[src/rtl/mux4_rr_select_if.sv]
// Request/grant bundle between the four mux requesters and the round-robin select generator.
// The master side drives requests and completion; the slave side (the arbiter) drives the mux select.
interface mux4_rr_select_if;
    logic [3:0] req;
    logic       done;
    logic [1:0] sel;
    logic [3:0] grant;
    logic       busy;
    logic       timeout;

    modport master (
        output req,
        output done,
        input  sel,
        input  grant,
        input  busy,
        input  timeout
    );

    modport slave (
        input  req,
        input  done,
        output sel,
        output grant,
        output busy,
        output timeout
    );
endinterface

[src/rtl/mux4_rr_select.sv]
// Round-robin arbiter producing a stable 2-bit select for a 4:1 channel mux.
// A grant is released on done, on request withdrawal or after HOLD_MAX cycles, then priority rotates.
module mux4_rr_select #(
    parameter int HOLD_MAX = 8
) (
    input  logic            clk,
    input  logic            rst_n,
    mux4_rr_select_if.slave bus
);
    localparam int            CW       = $clog2(HOLD_MAX + 1);
    localparam logic [CW-1:0] HOLD_LIM = CW'(HOLD_MAX);
    localparam logic [CW-1:0] CNT_ONE  = CW'(1);

    localparam logic [0:0] IDLE  = 1'b0;
    localparam logic [0:0] GRANT = 1'b1;

    logic [0:0]    state;
    logic [1:0]    ptr;
    logic [CW-1:0] cnt;
    logic [1:0]    sel_q;
    logic [3:0]    grant_q;
    logic          busy_q;
    logic          timeout_q;

    logic          pick_valid;
    logic [1:0]    pick_idx;
    logic          req_held;
    logic          hold_expired;
    logic          rel;
    logic          rel_timeout;

    // Scan from the farthest offset down so the requester closest to ptr wins.
    always_comb begin
        pick_valid = 1'b0;
        pick_idx   = ptr;
        for (int i = 3; i >= 0; i--) begin
            if (bus.req[ptr + 2'(i)]) begin
                pick_valid = 1'b1;
                pick_idx   = ptr + 2'(i);
            end
        end
    end

    assign req_held     = bus.req[sel_q];
    assign hold_expired = (cnt == HOLD_LIM);
    assign rel          = bus.done | ~req_held | hold_expired;
    assign rel_timeout  = ~bus.done & req_held & hold_expired;

    always_ff @(posedge clk or negedge rst_n) begin
        if (!rst_n) begin
            state     <= IDLE;
            ptr       <= 2'd0;
            cnt       <= '0;
            sel_q     <= 2'd0;
            grant_q   <= 4'b0000;
            busy_q    <= 1'b0;
            timeout_q <= 1'b0;
        end else begin
            timeout_q <= 1'b0;
            case (state)
                IDLE: begin
                    if (pick_valid) begin
                        sel_q   <= pick_idx;
                        grant_q <= 4'b0001 << pick_idx;
                        busy_q  <= 1'b1;
                        cnt     <= CNT_ONE;
                        state   <= GRANT;
                    end
                end
                GRANT: begin
                    // sel_q is deliberately kept on release so the mux output stays put while idle.
                    if (rel) begin
                        grant_q   <= 4'b0000;
                        busy_q    <= 1'b0;
                        ptr       <= sel_q + 2'd1;
                        timeout_q <= rel_timeout;
                        state     <= IDLE;
                    end else begin
                        cnt <= cnt + CNT_ONE;
                    end
                end
                default: state <= IDLE;
            endcase
        end
    end

    assign bus.sel     = sel_q;
    assign bus.grant   = grant_q;
    assign bus.busy    = busy_q;
    assign bus.timeout = timeout_q;

    a_grant_onehot: assert property (@(posedge clk) disable iff (!rst_n)
        $onehot0(grant_q));
    a_busy_matches: assert property (@(posedge clk) disable iff (!rst_n)
        busy_q == (|grant_q));
    a_sel_matches: assert property (@(posedge clk) disable iff (!rst_n)
        busy_q |-> (grant_q == (4'b0001 << sel_q)));
    a_timeout_idle: assert property (@(posedge clk) disable iff (!rst_n)
        timeout_q |-> !busy_q);
    a_cnt_bounded: assert property (@(posedge clk) disable iff (!rst_n)
        cnt <= HOLD_LIM);
endmodule

[src/flat_wrapper.sv]
// flat-port wrapper written by rule: the top's interface ports become plain ports
module mux4_rr_select_flat 
#(
    parameter int HOLD_MAX = 8
)
  (clk, rst_n, bus_req, bus_done, bus_sel, bus_grant, bus_busy, bus_timeout);
  mux4_rr_select_if bus_i ();
  input  logic clk;
  input  logic rst_n;
  input wire logic [$bits(bus_i.req)-1:0] bus_req;
  input wire logic [$bits(bus_i.done)-1:0] bus_done;
  output wire logic [$bits(bus_i.sel)-1:0] bus_sel;
  output wire logic [$bits(bus_i.grant)-1:0] bus_grant;
  output wire logic [$bits(bus_i.busy)-1:0] bus_busy;
  output wire logic [$bits(bus_i.timeout)-1:0] bus_timeout;
  assign bus_i.req = bus_req;
  assign bus_i.done = bus_done;
  assign bus_sel = bus_i.sel;
  assign bus_grant = bus_i.grant;
  assign bus_busy = bus_i.busy;
  assign bus_timeout = bus_i.timeout;
  mux4_rr_select #(.HOLD_MAX(HOLD_MAX)) u_core (.clk(clk), .rst_n(rst_n), .bus(bus_i));
endmodule
[config.mk]
export PLATFORM = sky130hd
export DESIGN_NAME = mux4_rr_select_flat
export DESIGN_NICKNAME = d
export VERILOG_FILES = /design/src/rtl/mux4_rr_select_if.sv /design/src/rtl/mux4_rr_select.sv /design/src/flat_wrapper.sv
export SDC_FILE = /design/constraint.sdc
export NUM_CORES = 1
export LEC_CHECK = 0
export BUFFER_PORTS_ARGS = -buffer_cell sky130_fd_sc_hd__buf_2
export CAP_MARGIN = 20
export CORE_AREA = 3 3 43 60
export DETAILED_ROUTE_END_ITERATION = 8
export DIE_AREA = 0 0 46 63
export PLACE_DENSITY_LB_ADDON = 0.1
export SETUP_SLACK_MARGIN = 0.2
export SYNTH_ARGS = -nofsm -noshare
export SYNTH_HDL_FRONTEND = slang
export SYNTH_SLANG_ARGS = --single-unit
[constraint.sdc]
create_clock -name clk -period 4.2 [get_ports clk]
set_clock_uncertainty 0.15 [all_clocks]
set_input_delay 0.84 -clock clk [delete_from_list [all_inputs] [get_ports clk]]
set_output_delay 0.84 -clock clk [all_outputs]
set_load 0.03 [all_outputs]
# ---- Word level (Yosys, flattened, before mapping)
# Index checks and enable logic that the tools add are counted.
dict set report totals {
  in_bits 7
  reg_bits 15
}
dict set report classes {
  add_sub_neg 5
  n_reduce_logical 4
  order_cmp 5
  bitwise_logic 7
  n_mux 32
  eq_ne 4
  shifts 1
}
# cell count
set op_table {}
lappend op_table {{4-bit two-way mux} 4}
lappend op_table {{4-bit one-hot mux with 2 select lines} 2}
lappend op_table {{2-bit by 3-bit less-than comparator with 1-bit output, second input constant} 5}
lappend op_table {{1-bit two-way mux} 15}
lappend op_table {{1-bit binary-select mux with 2-bit select} 5}
lappend op_table {{2-bit two-way mux} 4}
lappend op_table {{2-bit AND reduction} 4}
lappend op_table {{2-bit by 1-bit adder with 2-bit output, second input constant} 2}
lappend op_table {{2-bit adder, second input constant} 2}
lappend op_table {{4-bit by 1-bit adder with 4-bit output, second input constant} 1}
lappend op_table {{4-bit equality test, second input constant} 1}
lappend op_table {{2-bit != test, second input constant} 2}
lappend op_table {{1-bit one-hot mux with 2 select lines} 2}
lappend op_table {{1-bit by 2-bit left shift with 4-bit output, first input constant} 1}
lappend op_table {{1-bit inverter} 3}
lappend op_table {{1-bit AND} 2}
lappend op_table {{2-bit by 1-bit != test with 1-bit output, second input constant} 1}
lappend op_table {{1-bit bitwise OR} 2}

# ---- Longest topological paths before layout
# Gate-level depths: netlist (run 1).
dict set report depth {
  word_depth 10
  depth_mapped 5
  depth_no_buf 5
}

# ---- Least setup slack after synthesis (run 1)
# OpenSTA, ideal clock, no wires.
dict set report synth_timing {
  path_type {input -> register}
  start {input port bus_req[3]}
  end {register u_core.ptr[1]}
  slack_ns 2.217
  stages 4
  path_buffers 0
  t_arrival_ns 1.708
  path_cell_list {mux2i_1 > o22ai_2 > a21boi_2 > mux2_4}
}
dict set report synth_via {
  elab_chain_len 6
}
# item line_no
set synth_lines {}
lappend synth_lines {{from (decl)} flat_wrapper.sv:10} ;# input wire logic [$bits(bus_i.req)-1:0] bus_req;
lappend synth_lines {{1-bit binary-select mux with 2-bit select} mux4_rr_select.sv:44} ;# assign req_held = bus.req[sel_q];
lappend synth_lines {{1-bit two-way mux (not written as such)} mux4_rr_select.sv:44}
lappend synth_lines {{1-bit inverter} mux4_rr_select.sv:46} ;# assign rel = bus.done | ~req_held | hold_expired;
lappend synth_lines {{1-bit bitwise OR (2 in a row)} mux4_rr_select.sv:46}
lappend synth_lines {{2-bit AND reduction (no line)} -}
lappend synth_lines {{to (signal assigned)} mux4_rr_select.sv:75} ;# ptr <= sel_q + 2'd1;
lappend synth_lines {{to (decl)} mux4_rr_select.sv:18} ;# logic [1:0] ptr;
# No other way between the ends. The select of a mux whose other input is x is not followed.
# A chain may end at the register's enable or synchronous reset.

# ---- Worst setup path after layout (run 1)
dict set report layout_timing {
  start {register u_core.sel_q[1], in the netlist u_core.bus.sel[1]}
  end {output port bus_sel[1]}
}
# item line_no
set layout_rtl {}
lappend layout_rtl {{from (decl)} mux4_rr_select.sv:20} ;# logic [1:0] sel_q;
lappend layout_rtl {{from (signal assigned)} mux4_rr_select.sv:63} ;# sel_q <= pick_idx;
lappend layout_rtl {{to (decl)} flat_wrapper.sv:12} ;# output wire logic [$bits(bus_i.sel)-1:0] bus_sel;
# No word-level cell between the ends.

==> results of run 1 <==
[flip-flops by register name (all words and copies together) (netlist names)]
register / flops
u_core.bus.sel: 2
u_core.ptr: 2
u_core.bus.busy: 1
u_core.bus.grant: 4
u_core.state: 1
u_core.bus.timeout: 1
u_core.cnt: 4
[power groups by stage]
stage                     clock (mW)  sequential (mW)  combinational (mW)
final                         0.0819            0.253               0.323
after global routing          0.0920            0.263               0.357
after CTS                     0.0856            0.254               0.329
after detailed placement           0            0.257               0.327
after global placement             0            0.256               0.328
after floorplan                    0            0.309               0.188
[cell usage after synthesis (2+ instances only)]
library cell,number,area [um2]
o21ai_0,2,10.0
a21oi_1,5,25.0
a21o_1,2,15.0
xor2_1,2,17.5
o2bb2ai_1,2,17.5
o22a_1,2,17.5
mux2_4,2,30.0
o22ai_1,3,18.8
mux2i_1,6,60.1
ha_1,2,25.0
dfrtp_1,15,375
nor2_1,4,15.0
nand2_1,8,30.0
nand2b_1,5,31.3
inv_1,5,18.8
[routing by layer]
| layer | vias up | wire length [um] | GRT usage, % |
|---|---|---|---|
| met5 | - | 0 | 0 |
| met4 | 0 | 39 | 6.41 |
| met3 | 5 | 72 | 1.73 |
| met2 | 14 | 798 | 21.6 |
| met1 | 307 | 726 | 16.3 |
| li1 | 322 | - | - |
[worst register-to-register path, stage by stage (launching register included)]
cell and delay, ns:
dfrtp_1 0.46, mux2i_1 0.24, o22ai_2 0.13, a21boi_2 0.35, mux2_4 0.33
[worst max path at each step]
stage	depth (start not counted)	slack, ns	end	startpoint
5_1_grt	5	2.15	u_core.ptr[1]	bus_req[3]
6_report	1	2.23	bus_sel[1]	u_core.bus.sel[1]
3_5_place_dp	5	1.95	u_core.ptr[1]	bus_req[3]
4_1_cts	1	2.21	bus_sel[1]	u_core.bus.sel[1]
2_1_floorplan	4	2.22	u_core.ptr[1]	bus_req[3]
3_3_place_gp	5	2.00	u_core.ptr[1]	bus_req[3]
[cells by family (layout without fill, tap and decap cells)]
family	Yosys count	in the layout	share of synthesized area, %
fa+ha+maj	2	2	3.03
mux	8	8	10.9
compound gates	21	21	18.2
xor+xnor	2	2	2.12
flops	15	15	45.5
buf+inv	6	23	2.73
simple gates	26	26	17.6
[stage by stage]
| step | setup slack, ns | util [%] | instance area (um2) |
|---|---|---|---|
| 6_report | 2.23 | 44.0 | 946 |
| 3_3_place_gp | 2.00 | 42.7 | 920 |
| 3_5_place_dp | 1.95 | 42.7 | 920 |
| 4_1_cts | 2.21 | 44.0 | 946 |
| 5_1_grt | 2.15 | 44.0 | 946 |
| 2_1_floorplan | 2.22 | - | 826 |
[area by class of cell]
type                    count  area (um2)  area share, %
clock buffers               4        26.3           2.78
inverters                   5        18.8           1.98
multi-input cells          59         428           45.2
flip-flops and latches     15         375           39.7
well taps                  22        27.5           2.91
repair buffers             14        70.1           7.41
==> metrics.txt, run 1 <==
status finished clean; FMAX 0.507 GHz; Final Hold Slack 0.291 ns; Inst Count DP 115; clock latency on the worst-skew pair 0.28 ns; Setup TNS Final 0 ns; CTS Buf Count 3; DRC viols 0; Clock Power Share 12.5%; Max Root-Sink Buffers 2; Power per Cell Area 696 mW/mm2; CP max FO 5; port bufs 14; setup violators final 0; drt pass-1 iters 4; internal power 0.368 mW; CTS Hold Buffers Added 0; EDFF count, synth 0; via count 648; Slowest cell on crit path dfrtp_1; hpwl dp 1260 um; crit-path cells buf_2; Worst VDD drop 0.000313 V; Die Y-Extent 63 um; Synth cell types 30; Worst R2R End u_core.ptr[1]; I/O Pins 15; critical path class flip-flop to primary output; flop-to-flop setup slack 2.42 ns; Synth Instances 80; wire length of the first global-routing pass 2840 um; combinational fraction of design power 49.1%; total global-route track usage 13.3%; Placer Congestion 0.761; CP bufs+invs 1; CP Launch Type flip-flop; NumNets Final 107; asr flop ratio synth 100%; CTS sink cnt 15; Synth-to-Final Area Change 14.5%; largest net degree at the start of global routing 16; CP endpoint kind primary output; initial antenna violation count 0; sequential share of the synthesized area 45.5%; Pwr Total 0.658 mW; synth warn 0; Least-Margin Pin Slew 0.390 ns; required time of the critical path 3.21 ns; Starting Density 38.4%; Antenna Nets Post-Route 0; r2r worst-path depth 4; CTS Root Buffer Type clkbuf_4; vias in the first global route 654; Post-Route WL 1640 um; TritonCTS clock tree done; switching power 0.290 mW; most frequent cells in the layout 15 x dfrtp_1, 14 x buf_2, 8 x nand2_1, 6 x mux2i_1; Max Slew Vio Count 0; Core Region 0.00215 mm2; commonest non-fill, non-tap cell in the layout dfrtp_1; Layout Cells excl Fill 119; initial DRC count 18; DIE WIDTH 46 um; clock slew at reported path FFs 0.09 ns; RR Startpoint u_core.bus.sel[1]; Synth Net Count 89; fin crit share 47.0%; post-CTS sizing 0; Rows 20; Setup Buffers After CTS 0; Avg Vias per Cell 5.45; Overflow after GRT 0; post-route minimum period 1.97 ns; #FFs+latches synth 15; syn avg cell area 10.3 um2; worst hold path class input pin to async pin; Die ar. 0.00290 mm2; share of layout cells above drive strength 1 25.8%; sw frac 44.1%; Max Cap Viol 0; # diodes 0; CTS H-tree depth 1; LEAKAGE 0.483 nW; Flop pwr share 38.4%; Fillers 213; CP Data Arrival Time 0.98 ns; Critical Path Max Stage Delay 0.46 ns; relative slew slack 74.0%; unrepaired setup endpoints after global routing false; Fin. Hold Viols 0; critical path's top delay family flip-flops; Routed WL per cell 13.7 um; dominant synthesized flop cell dfrtp_1; synthesized area 826 um2
Note: power is estimated with default switching activity, not from simulation.
==> run 2: changes to the inputs <==
==> constraint.sdc (replaced) <==
create_clock -name clk -period 2 [get_ports clk]
set_clock_uncertainty 0.15 [all_clocks]
set_input_delay 0.4 -clock clk [delete_from_list [all_inputs] [get_ports clk]]
set_output_delay 0.4 -clock clk [all_outputs]
set_load 0.03 [all_outputs]
==> run 2 against run 1 <==
Final cell count grew 2.5%. Worst hold slack gained 0.062 ns. Count of clock-buffer cells in the layout is the same. Global-route usage grew 0.58 points. Core utilization grew 1.6 points. Combinational power grew 120%. Sequential power grew 110%. Critical path depth grew 3. Die area is the same. Critical endpoint is now u_core.cnt[1]. Largest cell class unchanged.
==> metrics.txt, run 2 (synthesis results as in run 1) <==
status finished clean; met3 usage 1.73% (unchanged); RR Startpoint u_core.bus.sel[0]; DRC viols 0 (unchanged); critical path class flip-flop to flip-flop; vias in the first global route 683 (+4.4%); relative slew slack 74.7% (+0.63 points); Flop pwr share 37.8% (-0.6 points); CTS Buf Count 3 (unchanged); hpwl dp 1310 um (+4.1%); Overflow after GRT 0 (unchanged); Core Region 0.00215 mm2 (unchanged); met1 global-route usage 18.7% (+2.4 points); share of layout cells above drive strength 1 28.0% (+2.2 points); critical path startpoint u_core.bus.sel[0]; Most Used Layer, Global Route met2; routing usage on met2 21.0% (-0.52 points); worst hold path class flip-flop to flip-flop; CP Launch Type flip-flop; I/O Pins 15 (unchanged); NumNets Final 110 (+2.8%); final core utilization 45.5% (+1.6 points); Final Hold Slack 0.353 ns (+0.0618 ns); post-route minimum period 1.70 ns; Rows 20 (unchanged); CTS Root Buffer Type clkbuf_4; Fin. Hold Viols 0 (unchanged); Placer Congestion 0.750 (-1.4%); total global-route track usage 13.8% (+0.58 points); CP endpoint kind flip-flop; fin crit share 84.9%; Setup Buffers After CTS 0 (unchanged); most frequent cells in the layout 14 x buf_2, 14 x dfrtp_1, 8 x nand2_1, 6 x mux2i_1; Antenna Nets Post-Route 0 (unchanged); TritonCTS clock tree done; combinational fraction of design power 50.2% (+1.1 points); Synth-to-Final Area Change 18.6%; Die Y-Extent 63 um (unchanged); Avg Vias per Cell 5.29 (-2.9%); sw frac 43.7% (-0.39 points); Starting Density 38.4% (unchanged); wire length of the first global-routing pass 3020 um (+6.6%); largest net degree at the start of global routing 16 (unchanged); Least-Margin Pin Slew 0.377 ns (-0.0126 ns); CTS sink cnt 15 (unchanged); clock slew at reported path FFs 0.09 ns (about the same); unrepaired setup endpoints after global routing false; Die ar. 0.00290 mm2 (unchanged); initial DRC count 4 (-14); # diodes 0 (unchanged); CP Data Arrival Time 1.72 ns (+0.74 ns); port bufs 14 (unchanged); Pwr Total 1.43 mW (+120%); required time of the critical path 2.02 ns (-1.19 ns); LEAKAGE 0.496 nW (+2.6%); Max Slew Vio Count 0 (unchanged); internal power 0.807 mW (+120%); CTS H-tree depth 1 (unchanged); Max Root-Sink Buffers 2 (unchanged); DIE WIDTH 46 um (unchanged); drt pass-1 iters 2 (-2); CP max FO 6 (+1); initial antenna violation count 0 (unchanged); Post-Route WL 1690 um (+3.1%); Routed WL per cell 13.8 um (+0.52%); Max Cap Viol 0 (unchanged); Setup TNS Final 0 ns (unchanged); switching power 0.627 mW (+120%); clock latency on the worst-skew pair 0.28 ns (about the same); Worst VDD drop 0.000518 V (+66%); setup violators final 0 (unchanged); Power per Cell Area 1460 mW/mm2 (+110%); HP Start u_core.cnt[2]; Clock Power Share 11.9% (-0.6 points); via count 645 (-0.46%); FMAX 0.589 GHz
## run 2: changes by cell type in the layout (fill, tap and decap cells not counted), sizes merged
cell         change
buf              +2
dlygate4sd3      +1
## run 2: path summary, 6_finish.rpt
path	cells past startpoint	slack [ns]	endpoint
setup / recovery	4	0.30	u_core.cnt[1]
hold / removal	1	0.35	u_core.cnt[2]
setup reg to reg	4	0.30	u_core.cnt[1]
hold reg to reg	1	0.35	u_core.cnt[2]
max in group asynchronous	2	1.02	u_core.bus.sel[1]
min in group asynchronous	2	0.41	u_core.ptr[1]
## run 2: power groups by stage
stage	combinational [mW]	sequential (mW)	clock (mW)
after global placement	0.703	0.547	0
after detailed placement	0.711	0.554	0
final	0.720	0.543	0.171
after global routing	0.784	0.567	0.191
after CTS	0.715	0.547	0.178
after floorplan	0.394	0.650	0
## run 2: layer usage
metal / vias up / routed length [um] / share of wire (%)
met5: - / 0 / 0
met4: 0 / 17 / 1.0
met3: 2 / 59 / 3.5
met2: 9 / 792 / 47
met1: 308 / 816 / 48
li1: 326 / - / -
## run 2: cell type report
type	count	area, um2
tap	22	27.5
sequential	15	377
multi-input combinational	59	435
timing repair buffer	17	95.1
clock buffer	4	26.3
fill	218	1170
inverter	5	18.8
## run 2: repair_timing
item / 4_1_cts / 5_1_grt
endpoints found under the setup margin: 0 / 1
endpoints found under the hold margin: 15 / 0
hold buffers: 1 / 0
gates resized for setup: 0 / 1
## run 2: stage by stage
step	worst slack [ns]	cell area (um2)	cells
CTS	0.267	972	122
detailed placement	0.274	936	117
global route	0.225	980	122
global placement	0.322	936	117
finish	0.302	980	122
floorplan	0.282	827	80
## run 2: critical path, cell delays in order (launching register included)
cell     delay [ns]
dfrtp_1        0.47
or2_1          0.29
o22ai_4        0.19
nand3_2        0.17
mux2_4         0.33
